**src/rtl/byte_packer_pkg.sv**
```systemverilog
// Shared definitions for the byte packer: default lane count, state encoding
// and the byte-count width helper.
package byte_packer_pkg;

  localparam int unsigned DefaultLanes = 4;

  // Accumulator state, derived from the byte count and the pending-flush flag.
  typedef enum logic [1:0] {
    StEmpty,
    StFill,
    StFullWait,
    StFlushWait
  } pack_state_e;

  // Width needed to hold a byte count of 0..lanes.
  function automatic int unsigned cnt_width(input int unsigned lanes);
    return $clog2(lanes + 1);
  endfunction

endpackage

```
**src/rtl/byte_packer_if.sv**
```systemverilog
// Byte-in / word-out bus of the byte packer. The master drives bytes and the
// downstream ready; the slave (the packer) returns busy, the word and the sum.
interface byte_packer_if
  import byte_packer_pkg::*;
#(
  parameter int unsigned LANES = DefaultLanes
) ();

  localparam int unsigned CntW = cnt_width(LANES);

  logic                 in_w;
  logic [7:0]           in_data;
  logic                 in_r;
  logic                 flush;
  logic                 out_valid;
  logic                 out_ready;
  logic [8*LANES-1:0]   out_data;
  logic [CntW-1:0]      out_cnt;
  logic [15:0]          sum;

  modport master (
    output in_w, in_data, flush, out_ready,
    input  in_r, out_valid, out_data, out_cnt, sum
  );

  modport slave (
    input  in_w, in_data, flush, out_ready,
    output in_r, out_valid, out_data, out_cnt, sum
  );

endinterface

```
**src/rtl/pack_out_reg.sv**
```systemverilog
// Output holding register: loads a packed word, holds it until taken, and
// reports when it can accept a new word (empty or draining this cycle).
module pack_out_reg #(
  parameter int unsigned LANES = 4,
  parameter int unsigned CntW  = 3
) (
  input  logic               clk,
  input  logic               rst,
  input  logic               load_i,
  input  logic [8*LANES-1:0] load_data_i,
  input  logic [CntW-1:0]    load_cnt_i,
  input  logic               out_ready_i,
  output logic               out_valid_o,
  output logic [8*LANES-1:0] out_data_o,
  output logic [CntW-1:0]    out_cnt_o,
  output logic               free_o
);

  logic               valid_q, valid_d;
  logic [8*LANES-1:0] data_q, data_d;
  logic [CntW-1:0]    cnt_q, cnt_d;

  assign free_o      = !valid_q || out_ready_i;
  assign out_valid_o = valid_q;
  assign out_data_o  = data_q;
  assign out_cnt_o   = cnt_q;

  // Load wins over drain so a word taken and replaced in one cycle keeps valid high.
  always_comb begin
    valid_d = valid_q;
    data_d  = data_q;
    cnt_d   = cnt_q;
    if (load_i) begin
      valid_d = 1'b1;
      data_d  = load_data_i;
      cnt_d   = load_cnt_i;
    end else if (out_ready_i) begin
      valid_d = 1'b0;
    end
  end

  // Output word state.
  always_ff @(posedge clk or posedge rst) begin
    if (rst) begin
      valid_q <= 1'b0;
      data_q  <= '0;
      cnt_q   <= '0;
    end else begin
      valid_q <= valid_d;
      data_q  <= data_d;
      cnt_q   <= cnt_d;
    end
  end

endmodule

```
**src/rtl/byte_packer.sv**
```systemverilog
// Packs an 8-bit byte stream little-endian into LANES-byte words, with a
// busy signal upstream, valid/ready downstream, flush of partial words and a
// running 16-bit byte sum.
module byte_packer
  import byte_packer_pkg::*;
#(
  parameter int unsigned LANES = DefaultLanes
) (
  input  logic          clk,
  input  logic          rst,
  byte_packer_if.slave  bus
);

  localparam int unsigned CntW = cnt_width(LANES);
  localparam logic [CntW-1:0] FullCnt = CntW'(LANES);

  logic [LANES-1:0][7:0] acc_q, acc_d, acc_new;
  logic [CntW-1:0]       acc_cnt_q, acc_cnt_d, cnt_after;
  logic                  flush_pend_q, flush_pend_d;
  logic [15:0]           sum_q, sum_d;
  pack_state_e           state_q, state_d;

  logic                  in_r, accept, complete, want_xfer, load, out_free;
  logic [8*LANES-1:0]    load_word;

  // Busy whenever the accumulator is full or a flush is waiting for the output.
  assign in_r      = (state_q == StFullWait) || (state_q == StFlushWait);
  assign accept    = bus.in_w && !in_r;
  assign load_word = acc_new;
  assign bus.in_r  = in_r;
  assign bus.sum   = sum_q;

  // Accumulator, byte count, pending flush and sum next-state.
  always_comb begin
    acc_new      = acc_q;
    flush_pend_d = flush_pend_q;
    sum_d        = sum_q;
    cnt_after    = acc_cnt_q + {{(CntW-1){1'b0}}, accept};
    for (int unsigned i = 0; i < LANES; i++) begin
      if (accept && (acc_cnt_q == CntW'(i))) begin
        acc_new[i] = bus.in_data;
      end
    end
    if (accept) begin
      sum_d = sum_q + {8'h00, bus.in_data};
    end
    complete  = (cnt_after == FullCnt);
    want_xfer = complete || flush_pend_q || (bus.flush && (cnt_after != '0));
    load      = want_xfer && out_free;
    if (load) begin
      // Clearing lanes on transfer keeps unused lanes of a partial word zero.
      acc_d        = '0;
      acc_cnt_d    = '0;
      flush_pend_d = 1'b0;
    end else begin
      acc_d     = acc_new;
      acc_cnt_d = cnt_after;
      // A flush that coincides with completion is redundant: the full word goes anyway.
      if (bus.flush && (cnt_after != '0) && !complete) begin
        flush_pend_d = 1'b1;
      end
    end
  end

  // State follows the registered count and pending flag.
  always_comb begin
    if (flush_pend_d) begin
      state_d = StFlushWait;
    end else if (acc_cnt_d == FullCnt) begin
      state_d = StFullWait;
    end else if (acc_cnt_d == '0) begin
      state_d = StEmpty;
    end else begin
      state_d = StFill;
    end
  end

  // Accumulator-side state.
  always_ff @(posedge clk or posedge rst) begin
    if (rst) begin
      acc_q        <= '0;
      acc_cnt_q    <= '0;
      flush_pend_q <= 1'b0;
      sum_q        <= '0;
      state_q      <= StEmpty;
    end else begin
      acc_q        <= acc_d;
      acc_cnt_q    <= acc_cnt_d;
      flush_pend_q <= flush_pend_d;
      sum_q        <= sum_d;
      state_q      <= state_d;
    end
  end

  pack_out_reg #(
    .LANES (LANES),
    .CntW  (CntW)
  ) u_out_reg (
    .clk         (clk),
    .rst         (rst),
    .load_i      (load),
    .load_data_i (load_word),
    .load_cnt_i  (cnt_after),
    .out_ready_i (bus.out_ready),
    .out_valid_o (bus.out_valid),
    .out_data_o  (bus.out_data),
    .out_cnt_o   (bus.out_cnt),
    .free_o      (out_free)
  );

endmodule

```
**src/flat_wrapper.sv**
```systemverilog
// flat-port wrapper written by rule: the top's interface ports become plain ports
module byte_packer_flat import byte_packer_pkg::*;
#(
  parameter int unsigned LANES = DefaultLanes
)
  (clk, rst, bus_in_w, bus_in_data, bus_flush, bus_out_ready, bus_in_r, bus_out_valid, bus_out_data, bus_out_cnt, bus_sum);
  byte_packer_if #(.LANES(LANES)) bus_i ();
  input  logic clk;
  input  logic rst;
  input wire logic [$bits(bus_i.in_w)-1:0] bus_in_w;
  input wire logic [$bits(bus_i.in_data)-1:0] bus_in_data;
  input wire logic [$bits(bus_i.flush)-1:0] bus_flush;
  input wire logic [$bits(bus_i.out_ready)-1:0] bus_out_ready;
  output wire logic [$bits(bus_i.in_r)-1:0] bus_in_r;
  output wire logic [$bits(bus_i.out_valid)-1:0] bus_out_valid;
  output wire logic [$bits(bus_i.out_data)-1:0] bus_out_data;
  output wire logic [$bits(bus_i.out_cnt)-1:0] bus_out_cnt;
  output wire logic [$bits(bus_i.sum)-1:0] bus_sum;
  assign bus_i.in_w = bus_in_w;
  assign bus_i.in_data = bus_in_data;
  assign bus_i.flush = bus_flush;
  assign bus_i.out_ready = bus_out_ready;
  assign bus_in_r = bus_i.in_r;
  assign bus_out_valid = bus_i.out_valid;
  assign bus_out_data = bus_i.out_data;
  assign bus_out_cnt = bus_i.out_cnt;
  assign bus_sum = bus_i.sum;
  byte_packer #(.LANES(LANES)) u_core (.clk(clk), .rst(rst), .bus(bus_i));
endmodule
```
**config.mk**
```make
export PLATFORM = sky130hd
export DESIGN_NAME = byte_packer_flat
export DESIGN_NICKNAME = d
export VERILOG_FILES = /design/src/rtl/byte_packer_pkg.sv /design/src/rtl/byte_packer_if.sv /design/src/rtl/pack_out_reg.sv /design/src/rtl/byte_packer.sv /design/src/flat_wrapper.sv
export SDC_FILE = /design/constraint.sdc
export NUM_CORES = 1
export LEC_CHECK = 0
export ABC_AREA = 1
export CORE_MARGIN = 2
export CORE_UTILIZATION = 40
export CTS_BUF_LIST = sky130_fd_sc_hd__clkbuf_4 sky130_fd_sc_hd__clkbuf_8
export DETAILED_ROUTE_END_ITERATION = 12
export PLACE_DENSITY = 0.64
export SLEW_MARGIN = 20
export SYNTH_ARGS = -nofsm -noshare
export SYNTH_HDL_FRONTEND = slang
export SYNTH_SLANG_ARGS = --single-unit
export TNS_END_PERCENT = 100
```
**constraint.sdc**
```tcl
create_clock -name clk -period 3.95 [get_ports clk]
set_clock_uncertainty 0.05 [all_clocks]
set_input_delay 0.79 -clock clk [delete_from_list [all_inputs] [get_ports clk]]
set_output_delay 0.79 -clock clk [all_outputs]
set_load 0.005 [all_outputs]
```
-- Word-level counts from Yosys, hierarchy flattened
Index checks and enable logic that the tools add are counted.
- $add $sub $neg: 2
- multipliers: 0
- div/mod/pow operators: 0
- magnitude comparators: 0
- equal/unequal tests: 7
- shift-type cells: 0
- multiplexer cells: 13
- bitwise operators: 0
- reductions and logical operators: 19
- operators with widths (cell ; number):
    $mux W32 ; 1
    $mux W8 ; 4
    $add A16 B8 Y16 ; 1
    $logic_and A1 B1 Y1 ; 8
    $eq A3 B2 Y1 const B ; 2
    $eq A3 B3 Y1 const B ; 2
    $logic_not A3 Y1 ; 2
    $mux W1 ; 5
    $eq A2 B2 Y1 const B ; 2
    $logic_or A1 B1 Y1 ; 4
    $mux W2 ; 2
    $add A3 B1 Y3 ; 1
    $eq A3 B1 Y1 const B ; 1
    $logic_not A1 Y1 ; 3
    $mux W3 ; 1
    $reduce_bool A3 Y1 ; 1
    $reduce_bool A2 Y1 ; 1
- register bits: 90
- latch bits: 0
- bits in writable memories: 0
- ROM bits: 0
- input bits: 13
- output and inout bits: 53
- word-level logic and storage cells: 52
- memories kept: 0

-- Logic depth before layout (Yosys ltp)
- depth after elaboration: 14
- mapped depth: 15
- gate-level depth less buffers: 13

-- Cells and area by module
From an unflattened synthesis, not the netlist that was laid out.
- cell total of the unflattened synthesis: 565
- area total of the unflattened synthesis: 4489.3 um^2
- modules (own cells, without submodules) (module ; times used ; cells each ; area each (um^2) ; sequential area each (um^2)):
    byte_packer ; 1 ; 412 ; 3065.4 ; 1326.3
    pack_out_reg ; 1 ; 153 ; 1423.9 ; 900.9

-- Least setup slack after synthesis
OpenSTA, ideal clock, no wires.
- path type: input to register
- from: in bus_in_w
- to: reg u_core.u_out_reg.data_q[17], in the netlist u_core.u_out_reg.out_data_o[17]
- setup time: 0.117 ns
- arrival time: 2.475 ns
- required time: 3.783 ns
- setup slack: 1.308 ns
- stages on the path: 14
- path buffers: 2
- path through: nand2_2 > inv_2 > clkbuf_1 > ha_1 > ha_1 > inv_1 > nand2_1 > a21oi_2 > o21ai_2 > nand2_4 > inv_4 > buf_4 > nand2_1 > nand2_1
- cells in the longest elaborated chain, start to end: 6
- elaborated cells between the ends (all ways): 10
- those cells by class: add/sub: 1; eq/ne: 1; mux: 1; reduce/logical: 7
- RTL lines (element ; line ; source):
    start, declared ; flat_wrapper.sv:10 ; input wire logic [$bits(bus_i.in_w)-1:0] bus_in_w;
    $logic_and A1 B1 Y1 (*) ; byte_packer.sv:28 ; assign accept = bus.in_w && !in_r;
    named net u_core.accept ; byte_packer.sv:23 ; logic in_r, accept, complete, want_xfer, load, out_free;
    $add A3 B1 Y3 (*) ; byte_packer.sv:38 ; cnt_after = acc_cnt_q + {{(CntW-1){1'b0}}, accept};
    named net u_core.cnt_after[1] ; byte_packer.sv:18 ; logic [CntW-1:0] acc_cnt_q, acc_cnt_d, cnt_after;
    $eq A3 B3 Y1 or $reduce_bool A3 Y1 (tied branches) ; byte_packer.sv:47, byte_packer.sv:48 ;
    $logic_or A1 B1 Y1 or $logic_and A1 B1 Y1 (tied branches) ; byte_packer.sv:48 ; want_xfer = complete || flush_pend_q || (bus.flush && (cnt_after != '0));
    $logic_or A1 B1 Y1 (*) ; byte_packer.sv:48 ;
    $logic_and A1 B1 Y1 (*) ; byte_packer.sv:49 ; load = want_xfer && out_free;
    end signal, assigned ; pack_out_reg.sv:50 ; data_q <= data_d;
    end, declared ; pack_out_reg.sv:20 ; logic [8*LANES-1:0] data_q, data_d;
Mark *: on every way through the listed nets, which the timed path passes. The rest lies on a longest branch.
A chain may end at the register's enable or synchronous reset.

-- Worst setup path after layout
- from: in bus_in_w
- to: reg u_core.u_out_reg.cnt_q[2], in the netlist u_core.u_out_reg.out_cnt_o[2]
- cells in the longest elaborated chain, start to end: 6
- elaborated cells between the ends (all ways): 8
- those cells by class: add/sub: 1; eq/ne: 1; reduce/logical: 6
- RTL lines (element ; line ; source):
    $logic_and A1 B1 Y1 (*) ; byte_packer.sv:28 ;
    $add A3 B1 Y3 (*) ; byte_packer.sv:38 ;
    named net u_core.cnt_after[1] ; byte_packer.sv:18 ;
    $eq A3 B3 Y1 or $reduce_bool A3 Y1 (tied branches) ; byte_packer.sv:47, byte_packer.sv:48 ;
    $logic_or A1 B1 Y1 or $logic_and A1 B1 Y1 (tied branches) ; byte_packer.sv:48 ;
    $logic_or A1 B1 Y1 (*) ; byte_packer.sv:48 ;
    $logic_and A1 B1 Y1 (*) ; byte_packer.sv:49 ;
    end signal, assigned ; pack_out_reg.sv:51 ; cnt_q <= cnt_d;
    end, declared ; pack_out_reg.sv:21 ; logic [CntW-1:0] cnt_q, cnt_d;
Marked as above.

==> metrics <==
Final ANT Viol Nets 0; Post-CTS Setup Inserts 0; Remaining DRCs 0; Crit Path Category in -> reg; power share of the clock group 0.163; R2R cell count 12; Num CTS Buffers 9; pin count of the biggest net entering global routing 58; EDFF count, synth 0; I/O Buffers 65; # clock sinks 89; Synth top area share 0.5469; Resize count post-CTS 0; P_int 0.002246 W; static leakage 2.495 nW; final RePlAce weighted congestion 0.8164; Top delay family on crit path buffers and inverters; Mapped Cells 487; mean number of vias per cell 4.707; fmax 347.3 MHz; unrepaired setup endpoints after global routing false; Post-Syn Nets 511; synthesized area per cell 8.363 um2; Hold Path Class reg -> reg; Main synth FF type dfrtp_1; maximum VDD drop 0.0002916 V; Rel. slew slack 0.4965; footprint of the multi-input gates 0.001539 mm2; hold depth 2; status finished, final reports clean; register area 0.002227 mm2; Global Route Usage Sum 0.1794; Final Max Slew Viols 0; number of synthesis warnings 0; Max Root-Sink Buffers 2; global-route wire length before repair 15540 um; cell taking the most area after synthesis dfrtp_1; Yosys cell types 29; Worst setup EP type flip-flop; # rows 36; Total Die Area 0.01101 mm2; sequential area share after synthesis 0.5469; Final nets 573; Worst Max-Slew Pin Slew 0.7552 ns; 1st-iter DRT viols 127; Starting Density 0.4148; Crit-path slowest cell clkdlybuf4s50_1; CP arrival 3.05 ns; ranking of synthesized cells by area dfrtp_1 (55%), nand2_1 (13%), nor2_1 (5.8%), inv_1 (4.6%), o21ai_1 (3.6%); WL per Instance 13.45 um; # fillers 992; diode count 0; total wire length 9241 um; fin crit share 0.7289; worst r2r src u_core.state_q[1]$_DFF_PP0_; Setup violations, final 0; sw frac 0.4003; CTS root buf clkbuf_8; HP Start u_core.u_out_reg.out_data_o[22]$_DFFE_PP0N_; CP Depth 12; Switching Power 0.001500 W; post-route minimum period 2.879 ns; cell area power density 746.0 mW/mm2; H-tree Lvls 3; Die W 104.9 um; WP buf/inv 4; Clk pin slew, worst setup/hold paths 0.09 ns; Seq pwr share 0.391; Final Core Density 0.5113; Critical path origin bus_in_w; asr flop ratio synth 1.000; CP Cell Sequence clkdlybuf4s50_1, nand2_2, inv_2, ha_1, ha_1, inv_1, nand2_1, a21oi_2, o21ai_2, nand2_4, buf_12, o21ai_0; Final Hold Fails 0; CP max stage delay 0.47 ns; global route overflow 0; CTS tree built; initial antenna violation count 0; most used cell, CP ha_1; most common cell after layout, fill and taps aside nand2_1; combinational power share 0.446; worst skew pair latency 0.37 ns; Worst Path Max Fanout 57; layout cell share with drive strength beyond 1 0.05596; I/O pin total 66; Max-Cap Viols 0; Final TNS setup 0 ns; synthesized flop and latch total 89; post-DP HPWL 6482 um; Via Count 3234; vias in the first global route 3084; most frequent cells in the layout nand2_1 (146), dfrtp_1 (89), clkdlybuf4s50_1 (65), nor2_1 (63), inv_1 (49); WP data required 4.12 ns; Die H 104.9 um; CTS Hold Bufs 0; mapped cell area 0.004073 mm2; crit path launch type primary input; Pre-Repair DR Iteration Count 4; Synth-to-Final Area Change 23.29%; total core area 0.009819 mm2
==> layer usage <==
layer | share of wire | track usage
met5 | 0 | 0
met4 | 0.018 | 0.05905
met3 | 0.045 | 0.03805
met2 | 0.46 | 0.2755
met1 | 0.47 | 0.2536
==> synthesized netlist by cell type (4+ instances only) <==
cell	number
ha_1	10
a21oi_1	26
nand3b_1	4
buf_4	6
buf_2	6
inv_1	50
o21ai_1	29
nor2_1	63
dfrtp_1	89
nand3_1	19
nand2_1	146
o21ai_0	11
==> worst min-delay path: stages, from the launching register on <==
cell	delay, ns
dfrtp_1	0.35
nand2_1	0.05
nand2_1	0.06
==> power groups by stage <==
stage               clock, W  sequential, W  combinational [W]
global route        0.000658        0.00151            0.00192
CTS                 0.000620        0.00147            0.00170
finish              0.000610        0.00146            0.00167
detailed placement         0        0.00148            0.00169
floorplan                  0        0.00146            0.00105
global placement           0        0.00148            0.00166
==> layout make-up <==
cell class | count | share of cell area
repair buffers | 68 | 0.1390
inverters | 52 | 0.03962
multi-input cells | 329 | 0.3065
well taps | 133 | 0.03314
clock buffers | 9 | 0.02467
clock inverters | 7 | 0.01346
flip-flops and latches | 89 | 0.4436
==> worst paths after layout <==
check	endpoint	slack (ns)
max in group asynchronous	u_core.acc_q[13]$_DFF_PP0_	2.36
setup / recovery	u_core.u_out_reg.out_cnt_o[2]$_DFFE_PP0N_	1.07
min in group asynchronous	u_core.bus.sum[6]$_DFFE_PP0P_	0.79
hold / removal	u_core.u_out_reg.out_data_o[22]$_DFFE_PP0N_	0.44
hold reg to reg	u_core.u_out_reg.out_data_o[22]$_DFFE_PP0N_	0.44
setup reg to reg	u_core.u_out_reg.out_cnt_o[2]$_DFFE_PP0N_	1.55
==> logic make-up (layout without fill, tap and decap cells) <==
| kind of cell | after synthesis | after routing | synth area share |
|---|---|---|---|
| compound gates | 69 | 69 | 0.08725 |
| xor+xnor | 5 | 5 | 0.01075 |
| fa+ha+maj | 11 | 11 | 0.03564 |
| buf+inv | 69 | 136 | 0.07527 |
| flops | 89 | 89 | 0.5469 |
| simple gates | 244 | 244 | 0.2442 |
==> state kept, by name (all words and copies together), names as in the netlist <==
signal                        flops
u_core.acc_cnt_q                  3
u_core.acc_q                     32
u_core.bus.sum                   16
u_core.flush_pend_q               1
u_core.state_q                    1
u_core.u_out_reg.out_cnt_o        3
u_core.u_out_reg.out_data_o      32
u_core.u_out_reg.out_valid_o      1
==> per-stage QoR <==
stage                     worst slack [ns]  instance area [um2]  hold slack (ns)  cells  power, W
after floorplan                     0.8031                 4073           0.4136    487  0.002507
after global placement              0.8379                 4830           0.4198    671  0.003138
after detailed placement            0.7167                 4830           0.4145    671  0.003176
after CTS                            1.083                 5021           0.4464    687  0.003786
after global routing                0.8346                 5021           0.4644    687  0.004085
final                                1.071                 5021           0.4410    687  0.003746
Note: power is estimated with default switching activity, not from simulation.
